### src/rtl/playfield_renderer.sv
// Three-stage pixel pipeline for a 10x20 tile playfield with border, background
// and a frame-timed line-clear flash on a selectable set of playfield rows.
module playfield_renderer #(
  parameter int FLASH_PERIOD  = 4,
  parameter int FLASH_TOGGLES = 6
) (
  input  logic        clk,
  input  logic        rst_l,
  input  logic        pix_valid,
  input  logic [9:0]  vga_row,
  input  logic [9:0]  vga_col,
  input  logic        blank,
  input  logic        frame_start,
  input  logic        flash_start,
  input  logic [19:0] flash_rows,
  output logic        tile_rd_en,
  output logic [4:0]  tile_rd_row,
  output logic [3:0]  tile_rd_col,
  input  logic [3:0]  tile_rd_data,
  output logic [23:0] rgb_out,
  output logic        rgb_valid,
  output logic        flash_busy,
  output logic        flash_done
);

  typedef enum logic [3:0] {
    T_BLANK, T_GARBAGE, T_GHOST, T_I, T_O, T_T, T_J, T_L, T_S, T_Z
  } tile_type_t;

  typedef enum logic [1:0] {REG_BG, REG_BORDER, REG_PF} region_t;
  typedef enum logic [1:0] {F_IDLE, F_ON, F_OFF} flash_state_t;

  localparam int FCW = $clog2(FLASH_PERIOD + 1);
  localparam int PCW = $clog2(FLASH_TOGGLES + 1);

  flash_state_t   fstate;
  logic [FCW-1:0] frame_cnt;
  logic [PCW-1:0] phase_cnt;
  logic [19:0]    fmask;

  // Stage 1: classification and tile address
  logic       in_pf, in_bd, hit;
  logic [9:0] pf_row, pf_col;
  logic [4:0] trow;
  logic [3:0] tcol;
  region_t    region;

  always_comb begin
    in_pf  = (vga_col >= 10'd240) && (vga_col < 10'd400) &&
             (vga_row >= 10'd60)  && (vga_row < 10'd460);
    in_bd  = (vga_col >= 10'd235) && (vga_col < 10'd405) &&
             (vga_row >= 10'd55)  && (vga_row < 10'd465);
    pf_row = vga_row - 10'd60;
    pf_col = vga_col - 10'd240;
    trow   = 5'(pf_row / 10'd20);
    tcol   = 4'(pf_col >> 4);
    region = in_pf ? REG_PF : (in_bd ? REG_BORDER : REG_BG);
    // Flash decision is frozen here so a mid-pixel state change cannot split it
    hit    = in_pf && (fstate == F_ON) && (trow < 5'd20) && fmask[trow];
  end

  logic    s1_valid, s1_blank, s1_hit;
  region_t s1_region;
  logic    s2_valid, s2_blank, s2_hit;
  region_t s2_region;

  always_ff @(posedge clk) begin
    if (!rst_l) begin
      s1_valid    <= 1'b0;
      s1_blank    <= 1'b0;
      s1_hit      <= 1'b0;
      s1_region   <= REG_BG;
      tile_rd_en  <= 1'b0;
      tile_rd_row <= '0;
      tile_rd_col <= '0;
      s2_valid    <= 1'b0;
      s2_blank    <= 1'b0;
      s2_hit      <= 1'b0;
      s2_region   <= REG_BG;
    end else begin
      s1_valid    <= pix_valid;
      s1_blank    <= blank;
      s1_hit      <= pix_valid && hit;
      s1_region   <= region;
      tile_rd_en  <= pix_valid && in_pf;
      tile_rd_row <= (pix_valid && in_pf) ? trow : '0;
      tile_rd_col <= (pix_valid && in_pf) ? tcol : '0;
      s2_valid    <= s1_valid;
      s2_blank    <= s1_blank;
      s2_hit      <= s1_hit;
      s2_region   <= s1_region;
    end
  end

  // Stage 3: tile data arrives here, one cycle after the read request
  function automatic logic [23:0] tile_color(input logic [3:0] t);
    case (tile_type_t'(t))
      T_BLANK:   return 24'h000000;
      T_GARBAGE: return 24'haaaaaa;
      T_GHOST:   return 24'h808080;
      T_I:       return 24'h00fdff;
      T_O:       return 24'hffff00;
      T_T:       return 24'hff00ff;
      T_J:       return 24'h0000ff;
      T_L:       return 24'hff8000;
      T_S:       return 24'h00ff00;
      T_Z:       return 24'hff0000;
      default:   return 24'h000000;
    endcase
  endfunction

  logic [23:0] pix_rgb;

  always_comb begin
    pix_rgb = 24'h404040;
    if (s2_blank)
      pix_rgb = 24'h000000;
    else if (s2_region == REG_PF)
      pix_rgb = s2_hit ? 24'hffffff : tile_color(tile_rd_data);
    else if (s2_region == REG_BORDER)
      pix_rgb = 24'hffffff;
  end

  always_ff @(posedge clk) begin
    if (!rst_l) begin
      rgb_out   <= '0;
      rgb_valid <= 1'b0;
    end else begin
      rgb_out   <= s2_valid ? pix_rgb : '0;
      rgb_valid <= s2_valid;
    end
  end

  always_ff @(posedge clk) begin
    if (!rst_l) begin
      fstate     <= F_IDLE;
      frame_cnt  <= '0;
      phase_cnt  <= '0;
      fmask      <= '0;
      flash_busy <= 1'b0;
      flash_done <= 1'b0;
    end else begin
      flash_done <= 1'b0;
      case (fstate)
        F_IDLE: begin
          // A coincident frame_start is deliberately not counted here
          if (flash_start) begin
            fmask      <= flash_rows;
            frame_cnt  <= '0;
            phase_cnt  <= '0;
            fstate     <= F_ON;
            flash_busy <= 1'b1;
          end
        end
        F_ON, F_OFF: begin
          if (frame_start) begin
            if (frame_cnt == FCW'(FLASH_PERIOD - 1)) begin
              frame_cnt <= '0;
              phase_cnt <= phase_cnt + PCW'(1);
              if (phase_cnt == PCW'(FLASH_TOGGLES - 1)) begin
                fstate     <= F_IDLE;
                flash_busy <= 1'b0;
                flash_done <= 1'b1;
              end else begin
                fstate <= (fstate == F_ON) ? F_OFF : F_ON;
              end
            end else begin
              frame_cnt <= frame_cnt + FCW'(1);
            end
          end
        end
        default: begin
          fstate     <= F_IDLE;
          flash_busy <= 1'b0;
        end
      endcase
    end
  end

endmodule

### config.mk
export PLATFORM = sky130hd
export DESIGN_NAME = playfield_renderer
export DESIGN_NICKNAME = d
export VERILOG_FILES = /design/src/rtl/playfield_renderer.sv
export SDC_FILE = /design/constraint.sdc
export NUM_CORES = 1
export LEC_CHECK = 0
export CORE_MARGIN = 2
export CORE_UTILIZATION = 50
export DETAILED_ROUTE_END_ITERATION = 7
export DONT_BUFFER_PORTS = 1
export SLEW_MARGIN = 25
export SYNTH_ARGS = -nofsm -noshare
export SYNTH_HDL_FRONTEND = slang
export SYNTH_SLANG_ARGS = --single-unit
### constraint.sdc
create_clock -name clk -period 10.1 [get_ports clk]
set_clock_uncertainty 0.05 [all_clocks]
set_input_delay 1.01 -clock clk [delete_from_list [all_inputs] [get_ports clk]]
set_output_delay 1.01 -clock clk [all_outputs]
set_load 0.01 [all_outputs]
Word-level counts from Yosys, hierarchy flattened. Memory sizes are Yosys's and may differ from the RTL's. Index checks and enable logic that the tools add are counted.

Memory bits (read-only): 384. Memories kept: 1. Register bits: 75. Word-level logic and storage cells: 97.

Memories: (no name shown) (depth 16, bits a word 24, rd ports 1, clocked after Yosys merged registers in 0, wr ports 0, line 97) `case (tile_type_t'(t))`.

Eq/ne operators: 10. Bitwise gates (word level): 2. $add $sub $neg: 4. $lt $le $gt $ge: 10. Muxes and demuxes: 26. Div/mod/pow operators: 1. Reductions and logical operators: 23.

Operators with widths (count): two-way mux 24 bit (3); less-than comparator 10 x 9 -> 1 bit, second input constant (4); >= comparator 10 x 6 -> 1 bit, second input constant (2); >= comparator 10 x 8 -> 1 bit, second input constant (2); two-way mux 3 bit (5); two-way mux 2 bit (6); one-hot mux 3 bit (2 select lines) (2); AND reduction 4 bit (3); logical AND 1 bit (11); divider 10 x 5 -> 10 bit, second input constant (1); subtractor 10 x 6 -> 10 bit, second input constant (1); inequality test 2 bit, second input constant (4); subtractor 8 bit, second input constant (1); two-way mux 1 bit (7); adder 3 x 1 -> 3 bit, second input constant (2); less-than comparator 5 x 6 -> 1 bit, second input constant (1); AND reduction 3 bit (2); binary-select mux 1 bit (select 5 bit) (1); less-than comparator 5 bit, second input constant (1); == test 2 x 1 -> 1 bit, second input constant (2); == test 2 bit, second input constant (2); one-hot mux 2 bit (2 select lines) (1); AND reduction 2 bit (2); OR reduction 2 bit (2); 7 further kinds (8).

Longest topological paths before layout. Gate-level depths: netlist (run 1).

Depth after elaboration: 8. Mapped depth: 17. Depth with buffers taken out: 14.

Least setup slack after synthesis (run 1). No wires, ideal clock.

Path type: in2reg. Start point: in vga_row[2]. End point: reg s1_hit. Library setup time: 118 ps. Data required time: 9932 ps. Stages on the path: 17. Path slack: 5361 ps. Arrival time: 4571 ps. Cell sequence: buf_2 inv_1 ha_1 clkbuf_1 or3_1 a211o_1 nand2_1 a2111o_1 and2_1 buf_6 o221ai_2 a31o_2 o311ai_4 mux2_2 o2bb2ai_1 a31oi_1 o2111a_1.

Word-level cells in the longest chain between the ends: 7.

Ends and longest elaborated chain: start, declared (line 10) `input logic [9:0] vga_row,`; branches (longest 5 deep; another with subtractor 10 x 6 -> 10 bit); logical AND 1 bit (*) (line 59) `hit = in_pf && (fstate == F_ON) && (trow < 5'd20) && fmask[trow];`; logical AND 1 bit (*) (line 83) `s1_hit <= pix_valid && hit;`; end signal, assigned (line 83); end, declared (line 62) `logic s1_valid, s1_blank, s1_hit;`.

Mark *: on every way between the ends. The select of a mux whose other input is x is not followed. A chain may end at the register's enable or synchronous reset.

Final worst setup path (run 1). Ends and elaborated chain as after synthesis.

==> reports/metrics.yaml, run 1 <==
tritoncts.num_buffers: 9
insertion_delay_ps: 340
vdd_drop_max_mv: 0.0759
maxCapViolCount: 0
cellPowerDensity_nw_per_um2: 177
synth.lib_cells_used.distinct: 75
synthTopCellsByArea: "sky130_fd_sc_hd__dfxtp_1, sky130_fd_sc_hd__nand2_1, sky130_fd_sc_hd__ha_1, sky130_fd_sc_hd__a21boi_0, sky130_fd_sc_hd__nor2_1"
endpoint_arrival_time_on_the_critical_path_ps: 4760
number_of_setup_buffers_added_after_cts: 0
worst_setup_path_start_kind: "input port"
first_global_vias: 3170
path_delay_family: "compound AO/OA/AOI/OAI gates"
timing.final.crit_share: 0.453
synth_enable_flop_cells: 0
async_reset_ff_frac: 0
timing.final.max_slew_violations: 0
final_hold_viol_count: 0
timing.critical_path.required_ps: 10280
vias_per_cell: 5.70
antennaDiodeCount: 0
cts_buffer_depth: 2
fmax_achieved_mhz: 218
detailroute.via_count: 3372
hp-start: "s1_region[1]"
dr.first_iter.drc_count: 243
internal_power_mw: 0.489
place.detailed.hpwl_um: 6930
syn_area_per_cell_um2: 8.14
route.antenna.remaining_nets: 0
area_growth_syn_to_layout_pct: 3.38
power.sequential.fraction: 0.386
syn_inst: 504
placed_cells_incl_taps: 576
clock_tree_from_tritoncts: "done"
fraction_of_final_layout_cells_with_drive_strength_greater_than_1: 0.0883
synth_ff_type: "sky130_fd_sc_hd__dfxtp_1"
worst-path-max-fanout: 10
nFillCells: 816
tritoncts_num_sinks: 64
drt_pass1_iterations: 5
crit_path_cell_trace: "inv_1 > ha_1 > or3_1 > a211o_1 > nand2_1 > a2111o_1 > and2_1 > o221ai_2 > a31o_2 > o311ai_4 > mux2_2 > o2bb2ai_1 > a31oi_1 > o2111a_1"
tightest_slew_ps: 889
buffer_ports.inserted: 0
chipWidth_um: 94.6
clkPwrFrac: 0.302
timing.critical_path.slowest_stage_cell: "sky130_fd_sc_hd__o311ai_4"
cells_resized_by_post_cts_repair: 0
clock_root_buffer: "sky130_fd_sc_hd__clkbuf_8"
synth-seq-cells: 64
nNetsFinal: 549
design.die.area_um2: 8950
grt_pass1_wl_um: 14800
p_sw_mw: 0.261
timing.critical_path.to_type: "flop"
final.min_clock_period_ps: 4580
synth.largest_area_cell: "sky130_fd_sc_hd__dfxtp_1"
die-height_um: 94.6
power_frac_comb: 0.312
cts_hold_buffers: 0
design.portCount: 87
detail_route.wl_per_cell_um: 15.2
setup_slack_ps: 5520
place_ws_ps: 5190
finalNonFillerCells: 592
seq_area_frac_synth: 0.312
synthesized_nets: 571
crit_type: "in2reg"
finalWeightedCongestion: 0.926
synth_commonest_cells: "sky130_fd_sc_hd__nand2_1, sky130_fd_sc_hd__dfxtp_1, sky130_fd_sc_hd__nor2_1, sky130_fd_sc_hd__a21oi_1, sky130_fd_sc_hd__a21boi_0"
overflow: 0
core.rowCount: 33
outcome: "finished, final reports clean"
setup_tns_ps: 0
relSlewSlack: 0.400
reg_to_reg_critical_path_startpoint: "fstate[0]"
gr-usage-all-layers: 0.208
synth_most_common_cell: "sky130_fd_sc_hd__nand2_1"
finalPower_mw: 0.750
initial_core_util: 0.507
finalWirelength_um: 8990
startpoint: "vga_row[2]"
hp-class: "reg2reg"
clkTransAtPathRegs_ps: 70
synth.yosys.warnings: 0
final_setup_violation_count: 0
power.switching_fraction: 0.348
rsz0062_at_grt: "false"
post-synth-top-area-fraction: 0.312
antenna_violations_before_repair: 0
cp_buf_inv_count: 1
critical_path.max_stage_delay_ps: 510
deepest_level_of_the_cts_h_tree: 3
static-leakage-power_nw: 1.60
grt_start_max_net_pins: 41
netlist_area_um2: 4100
core_um2: 8090
finish.utilization: 0.524
drc_errors: 0
-- area by class of cell --
| class | count | area (µm²) | share of cell area |
|---|---|---|---|
| clock buffers | 10 | 138 | 0.0324 |
| clock inverters | 6 | 66.3 | 0.0156 |
| inverters | 20 | 75.1 | 0.0177 |
| multi-input cells | 386 | 2540 | 0.600 |
| flip-flops and latches | 64 | 1280 | 0.302 |
| well taps | 105 | 131 | 0.0310 |
| repair buffers | 1 | 7.51 | 0.00177 |
-- state kept, by name, summed over array words and instances (netlist names), 2 cells and up --
register / cells
fmask: 20
rgb_out: 13
tile_rd_row: 5
tile_rd_col: 4
frame_cnt: 3
phase_cnt: 3
fstate: 2
s1_region: 2
s2_region: 2
-- stage by stage --
stage / area, µm² / hold WS [ps]
after global routing: 4240 / 416
after global placement: 4040 / 369
after floorplan: 4100 / 362
after CTS: 4240 / 395
final: 4240 / 391
after detailed placement: 4040 / 374
-- logic make-up (layout without fill, tap and decap cells) --
| kind of cell | count (synthesis) | count (layout) | share of synthesized area |
|---|---|---|---|
| XOR/XNOR | 16 | 16 | 0.0378 |
| multiplexers | 13 | 13 | 0.0348 |
| buffers and inverters | 54 | 37 | 0.0680 |
| flip-flops | 64 | 64 | 0.312 |
| AO/OA/AOI/OAI | 127 | 127 | 0.242 |
| adder cells (fa/ha/maj) | 18 | 18 | 0.0543 |
| AND/OR/NAND/NOR | 212 | 212 | 0.251 |
-- cells in the final DEF (no fill, tap or decap), types with 2 or more instances in the layout --
cell type	netlist	layout
sky130_fd_sc_hd__nor4b_1	2	2
sky130_fd_sc_hd__clkinvlp_4	0	3
sky130_fd_sc_hd__nand3_1	14	14
sky130_fd_sc_hd__o41ai_1	2	2
sky130_fd_sc_hd__a21boi_0	22	22
sky130_fd_sc_hd__xnor2_1	7	7
sky130_fd_sc_hd__inv_1	20	20
sky130_fd_sc_hd__nor2_1	38	38
sky130_fd_sc_hd__clkbuf_8	0	10
sky130_fd_sc_hd__nand2_1	77	77
sky130_fd_sc_hd__or3_1	3	3
sky130_fd_sc_hd__and2_1	16	16
sky130_fd_sc_hd__o32ai_1	4	4
sky130_fd_sc_hd__o211ai_1	4	4
sky130_fd_sc_hd__ha_1	17	17
sky130_fd_sc_hd__mux2_2	3	3
sky130_fd_sc_hd__a21o_1	3	3
sky130_fd_sc_hd__a22oi_1	3	3
sky130_fd_sc_hd__a2111oi_4	2	2
sky130_fd_sc_hd__a21oi_1	25	25
sky130_fd_sc_hd__dfxtp_1	64	64
sky130_fd_sc_hd__nor2b_1	17	17
sky130_fd_sc_hd__xor2_1	7	7
sky130_fd_sc_hd__o21bai_1	2	2
sky130_fd_sc_hd__a211o_1	2	2
sky130_fd_sc_hd__a31o_2	2	2
sky130_fd_sc_hd__mux2i_1	8	8
sky130_fd_sc_hd__a211oi_2	2	2
sky130_fd_sc_hd__o21ai_0	18	18
sky130_fd_sc_hd__a31oi_1	8	8
sky130_fd_sc_hd__nand2b_1	6	6
sky130_fd_sc_hd__nor3_1	16	16
sky130_fd_sc_hd__and3_1	5	5
sky130_fd_sc_hd__nor4_1	8	8
sky130_fd_sc_hd__a211oi_1	6	6
-- routing by layer --
layer | vias up | track usage | routed length, µm
li1 | 1719 | - | -
met1 | 1537 | 0.252 | 3860
met2 | 99 | 0.358 | 4340
met3 | 17 | 0.0527 | 621
met4 | 0 | 0.0773 | 169
met5 | - | 0 | 0
-- power by group through the flow --
stage | clock (mW) | sequential, mW | combinational [mW]
detailed placement | 0 | 0.296 | 0.235
global placement | 0 | 0.295 | 0.232
floorplan | 0 | 0.291 | 0.202
CTS | 0.232 | 0.290 | 0.236
finish | 0.226 | 0.290 | 0.234
global route | 0.245 | 0.292 | 0.267
-- worst paths after layout --
path | end | slack [ps] | cells past startpoint
setup / recovery | s1_hit | 5520 | 14
hold / removal | s2_region[1] | 390 | 1
setup reg to reg | phase_cnt[0] | 7860 | 9
hold reg to reg | s2_region[1] | 390 | 1
Power figures use the tool's default switching activity.
==> run 2: changes to the inputs <==
PLACE_DENSITY = 0.68   (was unset)
clock period = 3.79 ns   (was 10.1 ns; I/O delays follow)
==> reports/metrics.yaml, run 2 (same netlist as run 1, synthesis figures left out) <==
finalPower_mw: 2.05
overflow: 0
deepest_level_of_the_cts_h_tree: 3
worst_setup_path_start_kind: "input port"
cts_hold_buffers: 0
cts_buffer_depth: 2
power.switching_fraction: 0.347
finalNonFillerCells: 618
dr.first_iter.drc_count: 101
static-leakage-power_nw: 1.74
clock_tree_from_tritoncts: "done"
core.rowCount: 33
power_frac_comb: 0.345
place.detailed.hpwl_um: 7090
endpoint_arrival_time_on_the_critical_path_ps: 3690
die-height_um: 94.6
p_sw_mw: 0.713
finalWeightedCongestion: 0.905
clkTransAtPathRegs_ps: 80
worst-path-max-fanout: 10
final_hold_viol_count: 0
core_um2: 8090
timing.critical_path.required_ps: 3980
reg.largest.list: "fmask: 20 flops, rgb_out: 13 flops, tile_rd_row: 5 flops"
antennaDiodeCount: 0
cells_resized_by_post_cts_repair: 0
startpoint: "vga_row[2]"
vdd_drop_max_mv: 0.174
rsz0062_at_grt: "false"
power.sequential.fraction: 0.377
tritoncts.num_buffers: 9
fmax_achieved_mhz: 286
drc_errors: 0
crit_type: "in2reg"
placed_cells_incl_taps: 602
route.antenna.remaining_nets: 0
chipWidth_um: 94.6
gr-usage-all-layers: 0.213
maxCapViolCount: 0
hp-class: "in2reg"
vias_per_cell: 5.70
first_global_vias: 3258
finalWirelength_um: 9200
timing.final.crit_share: 0.922
final.min_clock_period_ps: 3500
critPathCapture: "s1_hit"
outcome: "finished, final reports clean"
final_setup_violation_count: 0
clkPwrFrac: 0.279
relSlewSlack: 0.560
reg2reg_setup_slack_ps: 1500
grt_pass1_wl_um: 15100
design.die.area_um2: 8950
detail_route.wl_per_cell_um: 14.9
internal_power_mw: 1.34
number_of_setup_buffers_added_after_cts: 0
tightest_slew_ps: 660
registers.top_by_ff_count: "fmask"
drt_pass1_iterations: 5
detailroute.via_count: 3520
design.portCount: 87
cellPowerDensity_nw_per_um2: 458
initial_core_util: 0.507
timing.critical_path.to_type: "flop"
area_growth_syn_to_layout_pct: 9.21
nNetsFinal: 575
layout.cells.most_common: "sky130_fd_sc_hd__nand2_1"
fraction_of_final_layout_cells_with_drive_strength_greater_than_1: 0.148
tritoncts_num_sinks: 64
worstRegToRegCells: 9
largest_reg_flops: 20
insertion_delay_ps: 340
grt_start_max_net_pins: 41
r2r_end: "phase_cnt[0]"
buffer_ports.inserted: 0
antenna_violations_before_repair: 0
reg_to_reg_critical_path_startpoint: "fstate[0]"
layout_common_cells: "sky130_fd_sc_hd__nand2_1, sky130_fd_sc_hd__dfxtp_1, sky130_fd_sc_hd__nor2_1"
timing.final.max_slew_violations: 0
clock_root_buffer: "sky130_fd_sc_hd__clkbuf_8"
==> run 2: worst min path at each step <==
stage / start / endpoint / slack, ps / cells after the start
2_1_floorplan: s1_blank / s2_blank / 360 / 1
3_3_place_gp: s1_valid / s2_valid / 370 / 1
3_5_place_dp: s1_valid / s2_valid / 370 / 1
4_1_cts: vga_col[4] / tile_rd_col[0] / 40 / 1
5_1_grt: vga_col[4] / tile_rd_col[0] / 30 / 1
6_report: vga_col[4] / tile_rd_col[0] / 50 / 1
==> run 2: through the flow <==
step	area, µm²	setup TNS, ps	hold WS (ps)	worst slack, ps	util
3_3_place_gp	4290	0	365	32.4	0.531
5_1_grt	4480	0	27.0	24.7	0.554
4_1_cts	4480	0	36.5	318	0.554
2_1_floorplan	4180	-52.2	362	-52.2	-
3_5_place_dp	4290	-52.7	370	-52.7	0.531
6_report	4480	0	47.6	295	0.554
==> run 2: layout make-up <==
cell class	instances	area, µm²
clock inverter	6	60.1
fill	783	3610
inverter	20	77.6
sequential	64	1280
clock buffer	10	128
timing repair buffer	27	203
multi-input combinational	386	2600
tap	105	131
==> run 2: power by group through the flow <==
| stage | Clock, mW | Sequential (mW) | Combinational [mW] |
|---|---|---|---|
| after floorplan | 0 | 0.775 | 0.560 |
| after global placement | 0 | 0.788 | 0.686 |
| after detailed placement | 0 | 0.788 | 0.701 |
| after CTS | 0.583 | 0.773 | 0.704 |
| after global routing | 0.625 | 0.780 | 0.795 |
| final | 0.572 | 0.774 | 0.708 |
==> run 2: per-layer routing <==
layer	vias up	share of wire	GRT usage
li1	1774	-	-
met1	1630	0.45	0.269
met2	104	0.48	0.351
met3	12	0.062	0.0559
met4	0	0.013	0.0749
met5	-	0	0
==> run 2: critical path: stages <==
cell                        delay (ps)
sky130_fd_sc_hd__ha_1              290
sky130_fd_sc_hd__a311oi_4          350
sky130_fd_sc_hd__xor2_2            330
sky130_fd_sc_hd__nor3_1            130
sky130_fd_sc_hd__a2111oi_4         550
sky130_fd_sc_hd__a211oi_2          120
sky130_fd_sc_hd__o31ai_2           380
sky130_fd_sc_hd__a31o_4            240
sky130_fd_sc_hd__o311ai_4          140
sky130_fd_sc_hd__mux2_4            340
sky130_fd_sc_hd__o2bb2ai_2         110
sky130_fd_sc_hd__a31oi_1            60
sky130_fd_sc_hd__o2111a_1          260
